## src/rtl/serial_pattern_pkg.sv

```systemverilog
// Shared definitions for the serial pattern transmitter: FSM encoding and default sizes.
package serial_pattern_pkg;

  localparam int unsigned DefPatternW = 4;
  localparam int unsigned DefCntW     = 8;

  // Canonical stimulus word for the 1010 sequence detector.
  localparam logic [DefPatternW-1:0] DEF_PATTERN = 4'b1010;

  typedef enum logic [1:0] {
    StIdle  = 2'b00,
    StShift = 2'b01,
    StGap   = 2'b10,
    StDone  = 2'b11
  } tx_state_e;

endpackage

```

## src/rtl/pattern_shifter.sv

```systemverilog
// Parallel-load, MSB-first shift register with a bit-index counter.
// Keeps a copy of the loaded word so each repetition can be reloaded without the top.
module pattern_shifter
  import serial_pattern_pkg::*;
#(
  parameter int unsigned PATTERN_W = DefPatternW
) (
  input  logic                 clk_i,
  input  logic                 reset_i,
  input  logic                 clear_i,
  input  logic                 load_i,
  input  logic                 shift_i,
  input  logic [PATTERN_W-1:0] data_i,
  output logic                 cur_bit_o,
  output logic                 next_bit_o,
  output logic                 last_bit_o
);

  localparam int unsigned IdxW = $clog2(PATTERN_W);
  localparam logic [IdxW-1:0] IdxTop = IdxW'(PATTERN_W - 1);

  logic [PATTERN_W-1:0] pat_q;
  logic [PATTERN_W-1:0] sr_q;
  logic [IdxW-1:0]      idx_q;

  // Load, advance, or reload the word once the last bit has been shifted out.
  always_ff @(posedge clk_i) begin
    if (reset_i || clear_i) begin
      pat_q <= '0;
      sr_q  <= '0;
      idx_q <= '0;
    end else if (load_i) begin
      pat_q <= data_i;
      sr_q  <= data_i;
      idx_q <= IdxTop;
    end else if (shift_i) begin
      if (idx_q == '0) begin
        sr_q  <= pat_q;
        idx_q <= IdxTop;
      end else begin
        sr_q  <= {sr_q[PATTERN_W-2:0], 1'b0};
        idx_q <= idx_q - 1'b1;
      end
    end
  end

  assign cur_bit_o  = sr_q[PATTERN_W-1];
  assign last_bit_o = (idx_q == '0);
  // Bit that will be current after the next shift (wraps to the MSB of the stored word).
  assign next_bit_o = last_bit_o ? pat_q[PATTERN_W-1] : sr_q[PATTERN_W-2];

endmodule

```

## src/rtl/serial_pattern_tx.sv

```systemverilog
// Serial bit-pattern transmitter: shifts a captured word out MSB-first, repeat_n times,
// then pulses done. All outputs are registered.
// Optional build macro SERIAL_TX_GAP_EN inserts GAP_LEN idle cycles between repetitions.
module serial_pattern_tx
  import serial_pattern_pkg::*;
#(
  parameter int unsigned PATTERN_W = DefPatternW,
  parameter int unsigned CNT_W     = DefCntW,
  parameter int unsigned GAP_LEN   = 2
) (
  input  logic                 clk_i,
  input  logic                 reset_i,
  input  logic                 start_i,
  input  logic [PATTERN_W-1:0] pattern_i,
  input  logic [CNT_W-1:0]     repeat_n_i,
  input  logic                 abort_i,
  output logic                 x_o,
  output logic                 x_valid_o,
  output logic                 frame_sop_o,
  output logic                 busy_o,
  output logic                 done_o
);

  tx_state_e        state_q;
  logic [CNT_W-1:0] reps_q;
  logic             x_q;
  logic             x_valid_q;
  logic             sop_q;
  logic             busy_q;
  logic             done_q;

`ifdef SERIAL_TX_GAP_EN
  localparam int unsigned GapW = (GAP_LEN > 1) ? $clog2(GAP_LEN) : 1;
  logic [GapW-1:0] gap_q;
`else
  logic unused_gap_len;
  assign unused_gap_len = ^GAP_LEN;
`endif

  logic sh_cur_bit;
  logic sh_next_bit;
  logic sh_last_bit;
  logic sh_load;
  logic sh_shift;
  logic sh_clear;

  // Shifter commands mirror the FSM decisions taken on the same edge.
  assign sh_load  = (state_q == StIdle) && start_i && (repeat_n_i != '0);
  assign sh_shift = (state_q == StShift) && !abort_i;
  assign sh_clear = abort_i && ((state_q == StShift) || (state_q == StGap));

  pattern_shifter #(
    .PATTERN_W (PATTERN_W)
  ) u_shifter (
    .clk_i      (clk_i),
    .reset_i    (reset_i),
    .clear_i    (sh_clear),
    .load_i     (sh_load),
    .shift_i    (sh_shift),
    .data_i     (pattern_i),
    .cur_bit_o  (sh_cur_bit),
    .next_bit_o (sh_next_bit),
    .last_bit_o (sh_last_bit)
  );

  // Control FSM with repeat counter and registered outputs.
  always_ff @(posedge clk_i) begin
    if (reset_i) begin
      state_q   <= StIdle;
      reps_q    <= '0;
      x_q       <= 1'b0;
      x_valid_q <= 1'b0;
      sop_q     <= 1'b0;
      busy_q    <= 1'b0;
      done_q    <= 1'b0;
`ifdef SERIAL_TX_GAP_EN
      gap_q     <= '0;
`endif
    end else begin
      done_q <= 1'b0;
      unique case (state_q)
        StIdle: begin
          x_q       <= 1'b0;
          x_valid_q <= 1'b0;
          sop_q     <= 1'b0;
          busy_q    <= 1'b0;
          if (start_i) begin
            if (repeat_n_i != '0) begin
              state_q   <= StShift;
              reps_q    <= repeat_n_i;
              x_q       <= pattern_i[PATTERN_W-1];
              x_valid_q <= 1'b1;
              sop_q     <= 1'b1;
              busy_q    <= 1'b1;
            end else begin
              // Zero-length transfer still completes with a done pulse.
              state_q <= StDone;
              done_q  <= 1'b1;
            end
          end
        end

        StShift: begin
          if (abort_i) begin
            state_q   <= StIdle;
            reps_q    <= '0;
            x_q       <= 1'b0;
            x_valid_q <= 1'b0;
            sop_q     <= 1'b0;
            busy_q    <= 1'b0;
          end else if (sh_last_bit) begin
            reps_q <= reps_q - 1'b1;
            if (reps_q == CNT_W'(1)) begin
              state_q   <= StDone;
              x_q       <= 1'b0;
              x_valid_q <= 1'b0;
              sop_q     <= 1'b0;
              busy_q    <= 1'b0;
              done_q    <= 1'b1;
            end else begin
`ifdef SERIAL_TX_GAP_EN
              if (GAP_LEN != 0) begin
                state_q   <= StGap;
                gap_q     <= GapW'(GAP_LEN - 1);
                x_q       <= 1'b0;
                x_valid_q <= 1'b0;
                sop_q     <= 1'b0;
              end else begin
                x_q   <= sh_next_bit;
                sop_q <= 1'b1;
              end
`else
              x_q   <= sh_next_bit;
              sop_q <= 1'b1;
`endif
            end
          end else begin
            x_q   <= sh_next_bit;
            sop_q <= 1'b0;
          end
        end

`ifdef SERIAL_TX_GAP_EN
        StGap: begin
          if (abort_i) begin
            state_q   <= StIdle;
            reps_q    <= '0;
            gap_q     <= '0;
            x_q       <= 1'b0;
            x_valid_q <= 1'b0;
            sop_q     <= 1'b0;
            busy_q    <= 1'b0;
          end else if (gap_q == '0) begin
            // Shifter already holds the reloaded word; present its MSB.
            state_q   <= StShift;
            x_q       <= sh_cur_bit;
            x_valid_q <= 1'b1;
            sop_q     <= 1'b1;
          end else begin
            gap_q <= gap_q - 1'b1;
          end
        end
`endif

        StDone: begin
          state_q   <= StIdle;
          x_q       <= 1'b0;
          x_valid_q <= 1'b0;
          sop_q     <= 1'b0;
          busy_q    <= 1'b0;
        end

        default: begin
          state_q <= StIdle;
        end
      endcase
    end
  end

`ifndef SERIAL_TX_GAP_EN
  logic unused_cur_bit;
  assign unused_cur_bit = sh_cur_bit;
`endif

  assign x_o         = x_q;
  assign x_valid_o   = x_valid_q;
  assign frame_sop_o = sop_q;
  assign busy_o      = busy_q;
  assign done_o      = done_q;

endmodule
```

## config.mk

```make
export PLATFORM = sky130hd
export DESIGN_NAME = serial_pattern_tx
export DESIGN_NICKNAME = d
export VERILOG_FILES = /design/src/rtl/serial_pattern_pkg.sv /design/src/rtl/pattern_shifter.sv /design/src/rtl/serial_pattern_tx.sv
export SDC_FILE = /design/constraint.sdc
export NUM_CORES = 1
export LEC_CHECK = 0
export ABC_AREA = 1
export CAP_MARGIN = 20
export CORE_ASPECT_RATIO = 1.2
export CORE_MARGIN = 2
export CORE_UTILIZATION = 54
export CTS_BUF_LIST = sky130_fd_sc_hd__clkbuf_4 sky130_fd_sc_hd__clkbuf_8 sky130_fd_sc_hd__clkbuf_16
export CTS_CLUSTER_SIZE = 8
export DETAILED_ROUTE_END_ITERATION = 10
export PLACE_DENSITY = 0.77
export SLEW_MARGIN = 25
export SYNTH_ARGS = -nofsm -noshare
export SYNTH_HDL_FRONTEND = slang
export SYNTH_SLANG_ARGS = --single-unit
```

## constraint.sdc

```tcl
create_clock -name clk_i -period 1.95 [get_ports clk_i]
set_input_delay 0.195 -clock clk_i [delete_from_list [all_inputs] [get_ports clk_i]]
set_output_delay 0.195 -clock clk_i [all_outputs]
set_load 0.02 [all_outputs]
```

### After elaboration in Yosys (flattened, before gate mapping)

Cells that the tools add are included.

* $add $sub $neg: 2
* divide/modulo/power cells: 0
* shift operators: 0
* $lt $le $gt $ge: 0
* reduce and logical (&&, ||, !) cells: 16
* multipliers: 0
* eq/ne operators: 8
* mux-type cells: 40
* bitwise operators: 0

Operators with widths (count)
* 8-bit two-way mux: 4
* 1-bit two-way mux: 19
* 2-bit two-way mux: 8
* 8-bit case mux with 2 select lines: 1
* 3-bit two-way mux: 3
* 1-bit case mux with 3 select lines: 3
* 8-bit by 1-bit == test with 1-bit output, second input constant: 1
* 8-bit nonzero test: 1
* 8-bit by 1-bit subtractor with 8-bit output, second input constant: 1
* 3-bit by 2-bit != test with 1-bit output, second input constant: 2
* 3-bit AND reduction: 2
* 2-bit == test, second input constant: 2
* 1-bit logical AND: 4
* 2-bit logical NOT: 2
* 2-bit case mux with 2 select lines: 1
* 4-bit AND reduction: 1
* 2-bit nonzero test: 2
* 3-bit nonzero test: 1
* 2-bit by 1-bit == test with 1-bit output, second input constant: 1
* 1-bit logical OR: 2
* 2-bit by 1-bit != test with 1-bit output, second input constant: 1
* 2-bit != test, second input constant: 1
* 1-bit case mux with 2 select lines: 1
* 2-bit by 1-bit subtractor with 2-bit output, second input constant: 1
* 1-bit logical NOT: 1

* memory bits (read-only): 0
* memories: 0
* logic and storage cells: 75
* bits in writable memories: 0
* latch bits: 0
* register bits after elaboration: 23
* input bits: 16

### Depth between registers and ports, before layout

* word-level depth: 6
* depth in mapped cells: 10
* gate-level depth less buffers: 10

### Modules after synthesis

From an unflattened synthesis, not the netlist that was laid out.

* cell total of the unflattened synthesis: 245
* area, all modules: 1537.7 um^2

Modules (own cells, without submodules)
* serial_pattern_tx: times used 1, cells each 176, area each 1038.5 um^2, sequential area each 280.3 um^2
* pattern_shifter: times used 1, cells each 69, area each 499.2 um^2, sequential area each 200.2 um^2

### Worst setup path before layout

No wires, ideal clock.

* path kind: register to register
* from: register state_q[1]
* to: register reps_q[3]
* data required time: 1.837 ns
* cell stages (with the launch flop): 10
* data arrival time: 1.379 ns
* path slack: 0.459 ns
* setup time: 0.113 ns
* cells stage by stage: dfxtp_1 > inv_1 > ha_1 > nand2_2 > nor2_4 > a21oi_4 > nand3_4 > buf_6 > nor2_1 > nor2_1

* longest elaborated chain between the ends: 3
* elaborated cells on any way between the ends: 8
* those cells by class: eq/ne (4); mux (1); reduce/logical (3)

RTL lines
* from (decl): RTL line serial_pattern_tx.sv:24 `tx_state_e state_q;`
* from (signal assigned): RTL line serial_pattern_tx.sv:69 `state_q <= StIdle;`
* from (signal assigned): RTL line serial_pattern_tx.sv:89 `state_q <= StShift;`
* from (signal assigned): RTL line serial_pattern_tx.sv:97 `state_q <= StDone;`
* 2-bit by 1-bit == test with 1-bit output / 2-bit logical NOT (equally long branches): RTL line serial_pattern_tx.sv:81 `unique case (state_q)`
* 3-bit by 2-bit != test with 1-bit output (no line), or another cell as far along
* 4-bit AND reduction (no line)
* to (signal assigned): RTL line serial_pattern_tx.sv:90 `reps_q <= repeat_n_i;`
* to (signal assigned): RTL line serial_pattern_tx.sv:112 `reps_q <= reps_q - 1'b1;`
* to (decl): RTL line serial_pattern_tx.sv:25 `logic [CNT_W-1:0] reps_q;`

Several ways; a longest one is shown, not always the timed one.
A chain may end at the register's enable or synchronous reset.

### Worst setup path after layout

Ends and elaborated chain as after synthesis.

==> impl_metrics.csv <==
group,metric,value,unit
synthesis,ys_warn_count,0,
timing,worst_slew_pin_slew,0.3832,ns
synthesis,synth_cell_types,22,
synthesis,synth_xor_area_share,0,%
clocking,cts_setup_buffers,0,
grt,grt_pass1_vias,1377,
clocking,cts-root-buf,"clkbuf_4",
die,die_h,61.09,µm
synthesis,synth_top_family_by_area,"simple AND/OR/NAND/NOR gates",
worst_setup_path,worstPathMaxFanout,15,
worst_setup_path,cp_common_cell,"nor2_1",
finish,area_delta_synth_final,16.81,%
min_path,hold_start,"pattern_i[2]",
grt,grt_usage,22.86,%
routing,vias,1434,
clocking,cts_resized,0,
grt,grt_max_degree,16,
grt,overflow,0,
routing,routedWlPerCell,10.85,µm
die,die_area,3150,µm²
clocking,hold_buffers,0,
power_and_ir_drop,power.density,1452,nW/µm²
run_status,status,"finished clean",
finish,n_antenna_cell,0,
worst_setup_path,end_kind,"register",
synthesis,synthMuxAreaShare,0,%
grt,grt_pass1_wl,5478,µm
die,die_width,51.57,µm
worst_setup_path,arrival,1.92,ns
min_path,min_path_type,"in -> reg",
worst_setup_path,max_stage_delay,0.37,ns
timing,slew_violations,0,
worst_setup_path,timing.rr.start,"state_q[1]$_SDFFE_PP0P_",
place,post-place-ws,0.1785,ns
grt,grt_antenna_before_repair,0,
die,pin_count,21,
worst_setup_path,startpoint,"state_q[1]$_SDFFE_PP0P_",
finish,drive_gt1_share,5.490,%
timing,finalCriticalPeriod,1.704,ns
worst_setup_path,worstPathCellList,"inv_1 -> ha_1 -> nand2_4 -> nor2_4 -> a21oi_4 -> nand3_4 -> nor2_1 -> nor2_1",
worst_setup_path,critPathRequiredTime,2.17,ns
timing,clock.fmax,0.5867,GHz
die,start_util,57.45,%
power_and_ir_drop,p_leak,0.8561,nW
routing,avgViaCountPerCell,4.979,
clocking,clk_path_buf_depth,2,
synthesis,netlist_area,1466,µm²
timing,min_period_over_period,87.41,%
clocking,cts_tree,"built",
clocking,cts.sinks,23,
routing,ant_nets,0,
place,placed_area,1674,µm²
synthesis,synthAdderAreaFrac,5.973,%
routing,drt_first_iter_violations,33,
clocking,cts_buffers,3,
timing,fin_ws,0.2455,ns
die,num_rows,20,
finish,finalInstanceArea,1713,µm²
run,max_cap_viol_count,0,
worst_setup_path,cp-start-kind,"register",
synthesis,syn-num-nets,257,
timing,setup_tns,0,ns
place,dp_hpwl,2470,µm
synthesis,synthSimpleGateAreaFrac,39.16,%
power_and_ir_drop,peakVddDrop,1.095,mV
synthesis,ys_seq_area_share,31.40,%
clocking,clk_pin_slew,0.12,ns
routing,postRouteWirelength,3124,µm
place,io_buffers,20,
finish,fill_cells,268,
worst_setup_path,cpMaxStageDelayCell,"dfxtp_1",
routing,firstDrtPassIters,4,
clocking,htreeDepth,1,
timing,rsz0062_at_grt,"no",
place,routabilityCongestion,0.8260,
synthesis,ys_seq_elements,23,
worst_setup_path,criticalPathCategory,"reg -> reg",
timing,finClkSkew,0.002369,ns
synthesis,syn_area_per_cell,6.267,µm²
synthesis,netlist_instances,234,
synthesis,synth_compound_area_share,10.41,%
clocking,worstSkewPairLatency,0.31,ns
timing,slew_headroom,74.43,%
finish,finalNetCount,279,
die,coreArea,2552,µm²
routing,drc_errors,0,
timing,hold_violations,0,
timing,finalSetupViolations,0,
-- cell type report --
class                           count  area [µm²]  area share (%)
Multi-Input combinational cell    169       819.5           47.85
Clock buffer                        4       30.03           1.753
Inverter                           36       138.9           8.108
Tap cell                           33       41.29           2.411
Sequential cell                    23       460.4           26.88
Timing Repair Buffer               23       222.7           13.00
-- state kept, by name, indices dropped and copies added, names as in the netlist, 2 cells and up --
signal and cells:
u_shifter.sr_q 3, reps_q 8, state_q 2, u_shifter.pat_q 4
u_shifter.idx_q 2
-- cells in the mapped netlist --
library cell / count / share of area (%)
nand2_1: 70 / 18
nor2_1: 37 / 9.5
inv_1: 36 / 9.2
dfxtp_1: 23 / 31
nand3_1: 16 / 5.5
a21oi_1: 12 / 4.1
o21ai_0: 11 / 3.8
ha_1: 7 / 6.0
nand4_1: 5 / 2.1
buf_4: 2 / 1.0
buf_6: 2 / 1.5
nor3b_1: 2 / 1.0
o22ai_1: 2 / 0.85
a21oi_4: 1 / 1.1
buf_2: 1 / 0.34
clkbuf_8: 1 / 0.94
nand2_2: 1 / 0.43
nand3_4: 1 / 1.2
nor2_2: 1 / 0.43
nor2_4: 1 / 0.77
nor3_1: 1 / 0.34
o21ai_2: 1 / 0.60
-- power by group --
group / switching [mW] / internal [mW]
Clock: 0.140 / 0.0937
Combinational: 0.952 / 0.546
Sequential: 0.108 / 0.648
-- cell usage in the layout (no fill, tap or decap), drive strengths merged --
master,n
a21oi,13
nand4,5
clkinvlp,1
buf,3
ha,7
inv,35
dfxtp,23
nand2,71
nor3,1
clkbuf,4
nor2,39
o22ai,2
nor3b,2
o21ai,12
clkdlybuf4s50,20
nand3,17
-- logic make-up (layout without fill, tap and decap cells) --
group | after synthesis | count (layout)
AOI/OAI and AO/OA | 27 | 27
buffers and inverters | 42 | 63
adders and majority gates | 7 | 7
DFF | 23 | 23
and+or+nand+nor | 135 | 135
-- stage by stage --
| step | hold slack, ns | utilization, % | instances | power, mW |
|---|---|---|---|---|
| 4_1_cts | 0.4456 | 66.76 | 288 | 2.483 |
| 3_5_place_dp | 0.4693 | 65.59 | 284 | 2.239 |
| 6_report | 0.4573 | 67.11 | 288 | 2.487 |
| 3_3_place_gp | 0.4711 | 65.59 | 284 | 2.221 |
| 2_1_floorplan | 0.3431 | - | 234 | 1.929 |
| 5_1_grt | 0.4869 | 67.11 | 288 | 2.760 |
-- routing by layer --
metal,track usage (%),part of all wire [%],vias to the layer above
li1,-,-,770
met1,25.84,44,630
met2,43.59,51,30
met3,3.155,3.9,4
met4,8.647,1.1,0
met5,0,0,-
-- worst paths after layout --
check | end | slack [ns] | cells after the start
max | reps_q[3]$_SDFFE_PP0P_ | 0.25 | 8
max reg2reg | reps_q[3]$_SDFFE_PP0P_ | 0.25 | 8
min | u_shifter.pat_q[2]$_SDFFE_PP0P_ | 0.46 | 3
min reg2reg | u_shifter.pat_q[2]$_SDFFE_PP0P_ | 0.48 | 2
-- worst max-delay path: cells and delay by family, from the launching register on --
kind                     cells  cell delay, ns
flip-flops                   1            0.37
AO/OA/AOI/OAI                1            0.19
AND/OR/NAND/NOR              5            0.64
adder cells (fa/ha/maj)      1            0.31
buffers and inverters        1            0.08
Power figures use the tool's default switching activity.
==> RTL edit (config.mk and constraints unchanged) <==
Re-encode `tx_state_e` (4 states) as one-hot, 4 bits wide.
--- a/src/rtl/serial_pattern_pkg.sv
+++ b/src/rtl/serial_pattern_pkg.sv
@@ -8,9 +8,9 @@
   localparam logic [DefPatternW-1:0] DEF_PATTERN = 4'b1010;
 
-  typedef enum logic [1:0] {
-    StIdle  = 2'b00,
-    StShift = 2'b01,
-    StGap   = 2'b10,
-    StDone  = 2'b11
+  typedef enum logic [3:0] {
+    StIdle  = 4'b0001,
+    StShift = 4'b0010,
+    StGap   = 4'b0100,
+    StDone  = 4'b1000
   } tx_state_e;
 
Function: no difference found for any inputs over 10 cycles, from zero or initial values and one cycle with reset_i high; not proved beyond that.
==> RTL edit against the original RTL <==
Final area rose by 1.2%; sequential cell count up 1; area after synthesis is 2.2% higher; setup slack improved by 0.18 ns; routed wire length increased by 4.2%; sequential share of layout area grew 0.84 points; core utilization is 0.13 points higher; die area up 2.1%.
Power is not compared: it rests on default switching activity, and its combinational part moved more than twofold at a synthesized area within 25%.
==> RTL edit: results (changes against the original RTL) <==
[final_layout]
regArea_um2 = 480.5  ; +4.3%
num-nonclk-inverters = 37  ; +2.8%
drive_above_1_share_pct = 8.915  ; +3.4 points
top_regs = reps_q: 8 flops, u_shifter.pat_q: 4 flops
multi_input_area_share_pct = 47.44  ; -0.41 points
nonClkBufAreaFrac_pct = 12.85  ; -0.15 points

[logic_synthesis]
ys_seq_area_share_pct = 32.05  ; +0.65 points
synth_common_cells = 75 x nand2_1, 32 x inv_1, 30 x nor2_1
syn_nets = 256  ; -0.39%
synth_compound_area_share_pct = 7.513  ; -2.9 points
synthTopCellsByArea = dfxtp_1 32%, nand2_1 19%, nand3_1 8.3%

[worst_setup_path]
cp.arrival_ns = 1.74  ; -0.18 ns
rr_worst_depth = 10  ; +2
critPathLaunch = u_shifter.idx_q[0]$_SDFFE_PP0P_
reg2reg_setup_slack_ns = 0.43  ; +0.18 ns
r2r_end = reps_q[5]$_SDFFE_PP0P_
slowest_delay_ns = 0.33  ; -0.04 ns

[detailed_routing]
avgRoutedWirePerCell_um = 11.19  ; +3.1%
vias_per_cell = 5.076  ; +1.9%
wl_met1_mm = 1.391  ; +1.5%
wl_met3_um = 162  ; +34%
drt_iter0_drc = 32  ; -3.0%

[global_route]
use_met3_pct = 3.110  ; -0.045 points
grt_util_met2_pct = 41.41  ; -2.2 points
track_usage_pct = 22.24  ; -0.62 points

[min_path]
min_path_cells = 2  ; -1
worstHoldPathType = reg2reg

[timing]
fin_worst_skew_ns = 0.01123  ; +0.008857 ns

[status]
status = finished clean

==> RTL edit: cells by family after synthesis <==
family / count (synthesis)
AOI/OAI and AO/OA: 21
xor gates and xnor gates: 1
adders and majority gates: 3
buffers and inverters: 42
DFF: 24
and+or+nand+nor: 146
==> RTL edit: through the flow <==
stage | power [mW] | cell area (µm²) | setup WS (ns) | std cells
final | 1.254 | 1733 | 0.4301 | 291
after global routing | 1.350 | 1733 | 0.3088 | 291
after CTS | 1.260 | 1733 | 0.4235 | 291
after detailed placement | 1.044 | 1710 | 0.3251 | 288
after global placement | 1.038 | 1710 | 0.3285 | 288
after floorplan | 0.9381 | 1499 | 0.5602 | 237
==> RTL edit: worst min path at each step <==
stage	from	to	slack, ns
final	u_shifter.pat_q[1]$_SDFFE_PP0P_	u_shifter.pat_q[1]$_SDFFE_PP0P_	0.47
after global routing	u_shifter.pat_q[1]$_SDFFE_PP0P_	u_shifter.pat_q[1]$_SDFFE_PP0P_	0.49
after CTS	u_shifter.pat_q[1]$_SDFFE_PP0P_	u_shifter.pat_q[1]$_SDFFE_PP0P_	0.47
after detailed placement	u_shifter.pat_q[1]$_SDFFE_PP0P_	u_shifter.pat_q[1]$_SDFFE_PP0P_	0.46
after global placement	u_shifter.pat_q[1]$_SDFFE_PP0P_	u_shifter.pat_q[1]$_SDFFE_PP0P_	0.45
after floorplan	reset_i	busy_o$_SDFFE_PP0P_	0.26
==> RTL edit: power groups by stage <==
stage	sequential [mW]	clock [mW]	combinational, mW
final	0.580	0.219	0.455
after global routing	0.586	0.246	0.518
after floorplan	0.593	0	0.345
after detailed placement	0.591	0	0.453
after global placement	0.591	0	0.448
after CTS	0.580	0.224	0.455
==> RTL edit: worst min-delay path: cells and delay by family, from the launching register on <==
kind	cells	cell delay, ns
compound gates	1	0.06
flops	1	0.33
simple gates	1	0.06
